### src/rtl/cyan_sprite_fetch.sv
// Sprite fetch stage for the cyan palette path.
// Maps each draw coordinate to a sprite ROM address, waits out the ROM
// latency, treats index 0 as transparent and applies the hit-flash override.
// Result: registered palette index plus an opaque flag, three cycles after
// the coordinate is sampled, one pixel per cycle.
module cyan_sprite_fetch #(
    parameter int         SPRITE_W     = 32,
    parameter int         SPRITE_H     = 32,
    parameter int         FLASH_FRAMES = 8,
    parameter logic [2:0] FLASH_INDEX  = 3'd2,
    parameter int         ROM_AW       = 11
) (
    input  logic              Clk,
    input  logic              Reset_n,
    input  logic              frame_start,
    input  logic [9:0]        DrawX,
    input  logic [9:0]        DrawY,
    input  logic [9:0]        SpriteX,
    input  logic [9:0]        SpriteY,
    input  logic              flip_h,
    input  logic              anim_frame,
    input  logic              hit,
    output logic [ROM_AW-1:0] rom_addr,
    input  logic [2:0]        rom_data,
    output logic [2:0]        select_input,
    output logic              pixel_valid,
    output logic              flashing
);
    localparam int XW     = $clog2(SPRITE_W);
    localparam int YW     = $clog2(SPRITE_H);
    localparam int STAGES = 2;

    typedef enum logic {IDLE, FLASH} state_t;

    // Frame-latched sprite controls
    logic [9:0]        sx, sy;
    logic              flip_q, anim_q;

    // Address stage
    logic              in_box;
    logic [XW-1:0]     lx, lx_raw;
    logic [YW-1:0]     ly;
    logic [STAGES:1]   vld_pipe;

    // Flash FSM
    state_t            state, state_n;
    logic [3:0]        cnt, cnt_n;
    logic              hit_pending, hit_pending_n;
    logic              override;

    // Capture sprite position/controls only at frame start so a frame is drawn consistently
    always_ff @(posedge Clk or negedge Reset_n) begin
        if (!Reset_n) begin
            sx     <= '0;
            sy     <= '0;
            flip_q <= 1'b0;
            anim_q <= 1'b0;
        end else if (frame_start) begin
            sx     <= SpriteX;
            sy     <= SpriteY;
            flip_q <= flip_h;
            anim_q <= anim_frame;
        end
    end

    // Box test in 11 bits so a sprite near the right/bottom edge never wraps to column/row 0
    always_comb begin
        in_box = ({1'b0, DrawX} >= {1'b0, sx}) && ({1'b0, DrawX} < {1'b0, sx} + 11'(SPRITE_W)) &&
                 ({1'b0, DrawY} >= {1'b0, sy}) && ({1'b0, DrawY} < {1'b0, sy} + 11'(SPRITE_H));
        lx_raw = XW'(DrawX - sx);
        lx     = flip_q ? (XW'(SPRITE_W - 1) - lx_raw) : lx_raw;
        ly     = YW'(DrawY - sy);
    end

    // Register ROM address and carry the in-box flag alongside the ROM latency
    always_ff @(posedge Clk or negedge Reset_n) begin
        if (!Reset_n) begin
            rom_addr <= '0;
            vld_pipe <= '0;
        end else begin
            rom_addr <= in_box ? ROM_AW'({anim_q, ly, lx}) : '0;
            vld_pipe <= {vld_pipe[STAGES-1:1], in_box};
        end
    end

    // Output stage: index 0 is transparent, flash blink forces the flash index
    always_ff @(posedge Clk or negedge Reset_n) begin
        if (!Reset_n) begin
            pixel_valid  <= 1'b0;
            select_input <= '0;
        end else if (vld_pipe[STAGES] && rom_data != 3'd0) begin
            pixel_valid  <= 1'b1;
            select_input <= override ? FLASH_INDEX : rom_data;
        end else begin
            pixel_valid  <= 1'b0;
            select_input <= '0;
        end
    end

    // Flash FSM state register
    always_ff @(posedge Clk or negedge Reset_n) begin
        if (!Reset_n) begin
            state       <= IDLE;
            cnt         <= '0;
            hit_pending <= 1'b0;
        end else begin
            state       <= state_n;
            cnt         <= cnt_n;
            hit_pending <= hit_pending_n;
        end
    end

    // Flash FSM next state: hits only take effect at frame start; a re-hit reloads the count
    always_comb begin
        state_n       = state;
        cnt_n         = cnt;
        hit_pending_n = hit_pending | hit;
        if (frame_start) begin
            hit_pending_n = 1'b0;
            if (hit_pending | hit) begin
                state_n = FLASH;
                cnt_n   = 4'(FLASH_FRAMES);
            end else if (state == FLASH) begin
                cnt_n = cnt - 4'd1;
                if (cnt == 4'd1) begin
                    state_n = IDLE;
                    cnt_n   = '0;
                end
            end
        end
    end

    assign override = (state == FLASH) && cnt[0];
    assign flashing = (state == FLASH);

endmodule

### config.mk
export PLATFORM = sky130hd
export DESIGN_NAME = cyan_sprite_fetch
export DESIGN_NICKNAME = d
export VERILOG_FILES = /design/src/rtl/cyan_sprite_fetch.sv
export SDC_FILE = /design/constraint.sdc
export NUM_CORES = 1
export LEC_CHECK = 0
export CORE_ASPECT_RATIO = 1.4
export CORE_MARGIN = 8
export CORE_UTILIZATION = 25
export CTS_BUF_LIST = sky130_fd_sc_hd__clkbuf_8
export DETAILED_ROUTE_END_ITERATION = 8
export SETUP_SLACK_MARGIN = 0.3
export SYNTH_ARGS = -nofsm -noshare
export SYNTH_HDL_FRONTEND = slang
export SYNTH_SLANG_ARGS = --single-unit
### constraint.sdc
create_clock -name Clk -period 3.74 [get_ports Clk]
set_clock_uncertainty 0.15 [all_clocks]
set_input_delay 0.748 -clock Clk [delete_from_list [all_inputs] [get_ports Clk]]
set_output_delay 0.748 -clock Clk [all_outputs]
set_load 0.05 [all_outputs]
== Word-level counts from Yosys, hierarchy flattened ==
Cells that the tools add are included.
Storage, ports and cells
  flip-flop bits (word level): 45
  latch bits: 0
  RAM bits: 0
  ROM bits: 0
  input bits: 49
  output and inout port bits: 16
  logic and storage cells: 43
  memories kept: 0
Operators by class
  add/sub/neg operators: 6
  multipliers: 0
  div/mod/pow operators: 0
  magnitude comparators: 4
  eq/ne operators: 1
  shift operators: 0
  muxes and demuxes: 12
  bitwise gates (word level): 1
  reduce and logical (&&, ||, !) cells: 8
Operator list (number)
  $add 10x6->11 const B: 2
  $lt 10x11->1: 2
  $ge 10x10->1: 2
  $mux 4: 3
  $mux 11: 1
  $sub 5x5->5: 2
  $mux 3: 2
  $logic_and 1x1->1: 5
  $mux 1: 5
  $mux 5: 1
  $sub 5x5->5 const A: 1
  $eq 4x1->1 const B: 1
  $sub 4x1->4 const B: 1
  $reduce_bool 3->1: 1
  $reduce_and 2->1: 1
  $reduce_bool 2->1: 1
  $or 1x1->1: 1

== Longest topological paths before layout ==
Gate-level depths: netlist of run 1.
  word-level depth: 6
  gate-level depth with buffers: 11
  gate-level depth less buffers: 10

== Worst setup path before layout of run 1 ==
OpenSTA, ideal clock, no wires.
  path kind: input port to flip-flop
  from: input DrawX[0]
  to: register rom_addr[6]
  setup time: 123 ps
  arrival: 2470 ps
  data required time: 3467 ps
  path slack: 997 ps
  stages on the path: 11
  path buffers: 1
  cell sequence: inv_1 > ha_1 > inv_1 > fa_1 > a21o_1 > a21oi_2 > a21o_1 > a21oi_2 > o311ai_4 > buf_8 > nor3b_2
On the way
  word-level cells in the longest chain between the ends: 5
  elaborated cells on any way between the ends: 6
  those cells by class: 2 x order compare; 1 x mux; 3 x reduce/logical
RTL lines
  start: declaration: RTL line 16  | input logic [9:0] DrawX,
  $lt 10x11->1 / $ge 10x10->1 (equally long branches): RTL line 68  | in_box = ({1'b0, DrawX} >= {1'b0, sx}) && ({1'b0, DrawX} < {1'b0, sx} + 11'(SPRITE_W)) &&
  $logic_and 1x1->1 (*) (2 in a row): RTL line 68
  $logic_and 1x1->1 (*): RTL line 69  | ({1'b0, DrawY} >= {1'b0, sy}) && ({1'b0, DrawY} < {1'b0, sy} + 11'(SPRITE_H));
  $mux 11 (*): RTL line 81  | rom_addr <= in_box ? ROM_AW'({anim_q, ly, lx}) : '0;
  end signal: assignment: RTL line 81
  end: declaration: RTL line 23  | output logic [ROM_AW-1:0] rom_addr,
Mark *: on every way between the ends. The rest lies on a longest branch, timed or not.
A chain may end at the register's enable or synchronous reset.

== Final worst setup path of run 1 ==
  from: input DrawX[0]
  to: register rom_addr[10]
Same word-level chain as after synthesis.

==> flow_summary.ini, run 1 <==
[outcome]
status = complete, no violations

[cells_and_area]
fillers = 1122
layout-drive-gt1-share = 0.0912
areaGrowthSynthToFinish_pct = 32.3
final_common_cell = clkdlybuf4s50_1
fin_cells = 481
layout.nets = 425
diodes = 0
mostFrequentLayoutCells = 63 x clkdlybuf4s50_1, 45 x dfrtp_1, 39 x nand2_1

[power_and_ir_drop]
power.density_nw_per_um2 = 383
vdd_ir_drop_max_v = 0.000138
comb_power_share = 0.334
total_power_mw = 1.39
power_frac_seq = 0.408
leakagePower_nw = 1.60
swShare = 0.326
cell_internal_pwr_uw = 936
p_sw_uw = 453
clockPowerShare = 0.258

[setup_path]
cp.required_ns = 3.75
slowest_delay_ns = 0.68
worstPathArrival_ns = 3.19
worst-path-max-fanout = 12
critPathSlowestCell = o311ai_4
cp_cell_sequence = clkdlybuf4s50_1 -> inv_1 -> ha_1 -> inv_1 -> fa_1 -> a21o_1 -> a21oi_2 -> a21o_1 -> a21oi_2 -> o311ai_4 -> nor3b_1
start_kind = input port
critPathKind = input port to register
cp-end-kind = register

[route]
vias_per_cell = 4.41
wl_per_cell_microns = 13.2
dr_total_vias = 2120
routed_wl_microns = 6330
final_antenna_net_count = 0
firstDrtPassIters = 4
drc = 0
drtIter0Drc = 71

[floorplan]
io_pins = 65
dieArea_sq_um = 14600
die_x_microns = 105
fp.coreArea_sq_um = 10800
initial_core_util = 0.255
die_y_microns = 140
num_rows = 45

[grt]
grt_use_met1 = 0.0950
grt_max_degree = 50
grtUsageTotal = 0.0897
met3_usage = 0.0285
gr-total-overflow = 0
grt_pass1_wl_microns = 10500
antenna_found_initial = 0
gr-usage-met2 = 0.159
grt_pass1_vias = 2209
grt-busiest-layer = met2

[sta]
setup_viol = 0
relSlewSlack = 0.332
fmax_mhz = 314
slew_violations = 0
min_period_ns = 3.18
fin_tns_setup_ns = 0
min_period_over_period = 0.850
finalHoldViolCount = 0
rsz0062_at_grt = no
setup_ws_ns = 0.560
worst_pin_slew_ns = 1.00
hold_ws_ns = 0.211

[clock_tree]
cts_resized = 0
clock_path_buffers = 2
cts.clk_slew.worst_paths_ns = 0.08
clock_latency_ns = 0.30
hold_buffers = 0
cts_sinks = 45
cts_buffers = 5
post-cts-setup-buffers = 0
htreeDepth = 2
cts_tree = built
cts_root_buf = clkbuf_8

[synth]
syn-num-nets = 360
synth.avg_cell_area_sq_um = 9.97
async_flop_share = 1.00
synth_edf_count = 0
seq_area_frac_synth = 0.411
ys_ff_latch = 45
synth_area_sq_um = 2740
synth_cells = 275
synth_ff_type = dfrtp_1
ys_warn_count = 0
yosysUniqueCellTypes = 44

[placement]
placed_cells_incl_taps = 474
dp_slack_ns = 0.233
gp_congestion = 0.782
dpl.hpwl_microns = 5150
port_buffers = 64

[run]
max_cap_viol_count = 0

[min_path]
hold_path_class = register to register
## metal layers
metal,up-vias,share of wire
met5,-,0
met4,0,0.015
met3,5,0.056
met2,47,0.52
met1,995,0.41
li1,1073,-
## synthesized netlist by cell type (all sizes together) (3+ instances only)
library cell | n | area share
a21o | 5 | 0.014
a21oi | 11 | 0.023
buf | 4 | 0.011
clkbuf | 4 | 0.0055
dfrtp | 45 | 0.41
ha | 34 | 0.16
inv | 26 | 0.036
mux2 | 4 | 0.016
nand2 | 39 | 0.053
nand3 | 5 | 0.0091
nand4 | 3 | 0.0068
nor2 | 8 | 0.012
nor2b | 6 | 0.014
nor3 | 10 | 0.035
nor3b | 3 | 0.010
o21a | 3 | 0.0082
o21ai | 28 | 0.051
xnor2 | 12 | 0.038
xor2 | 4 | 0.013
## area by class of cell
cell class,instances,area (sq um),area share
inverters,26,97.6,0.0269
well taps,141,176,0.0486
multi-input cells,196,1470,0.406
clock buffers,5,68.8,0.0190
flip-flops and latches,45,1130,0.310
repair buffers,66,651,0.179
clock inverters,2,35.0,0.00966
## logic make-up after synthesis
| family | after synthesis | synth area share |
|---|---|---|
| multiplexers | 4 | 0.0164 |
| XOR/XNOR | 16 | 0.0511 |
| flip-flops | 45 | 0.411 |
| AO/OA/AOI/OAI | 61 | 0.148 |
| adder cells (fa/ha/maj) | 36 | 0.170 |
| buffers and inverters | 34 | 0.0520 |
| AND/OR/NAND/NOR | 79 | 0.152 |
## through the flow
stage	util	area, sq um
6_report	0.337	3630
5_1_grt	0.337	3630
4_1_cts	0.337	3630
3_5_place_dp	0.328	3520
3_3_place_gp	0.328	3520
2_1_floorplan	-	2740
## power groups by stage
stage / registers [mW] / logic [mW] / clock network, mW
floorplan: 0.621 / 0.270 / 0
finish: 0.567 / 0.463 / 0.359
detailed placement: 0.578 / 0.469 / 0
global placement: 0.578 / 0.463 / 0
global route: 0.574 / 0.518 / 0.391
CTS: 0.569 / 0.473 / 0.369
## worst max-delay path, delay by kind of cell
| kind | cells | cell delay, ns |
|---|---|---|
| AOI/OAI and AO/OA | 5 | 1.27 |
| adders and majority gates | 2 | 0.56 |
| buffers and inverters | 3 | 0.51 |
| and+or+nand+nor | 1 | 0.10 |
## worst paths after layout
path | to | cells past startpoint | startpoint | slack [ns]
worst max-delay path | rom_addr[10]$_DFF_PN0_ | 11 | DrawX[0] | 0.56
worst min-delay path | vld_pipe[2]$_DFF_PN0_ | 0 | vld_pipe[1]$_DFF_PN0_ | 0.21
worst max register to register | rom_addr[10]$_DFF_PN0_ | 9 | sx[0]$_DFFE_PN0P_ | 1.09
worst min register to register | vld_pipe[2]$_DFF_PN0_ | 0 | vld_pipe[1]$_DFF_PN0_ | 0.21
max in group asynchronous | sx[0]$_DFFE_PN0P_ | 1 | Reset_n | 2.36
min in group asynchronous | select_input[2]$_DFF_PN0_ | 1 | Reset_n | 0.46
## state kept, by name, indices dropped and copies added, names as in the netlist
name          cells
anim_q            1
vld_pipe          2
sy               10
hit_pending       1
cnt               4
sx               10
flashing          1
rom_addr         11
select_input      3
flip_q            1
pixel_valid       1
No activity file was read; power rests on OpenSTA's default activity.
==> inputs of run 2 (changes only) <==
- ABC_CLOCK_PERIOD_IN_PS: not set -> 3740
==> results of run 2 <==
Same layout as run 1: the final DEF is identical, and so are final timing and power.
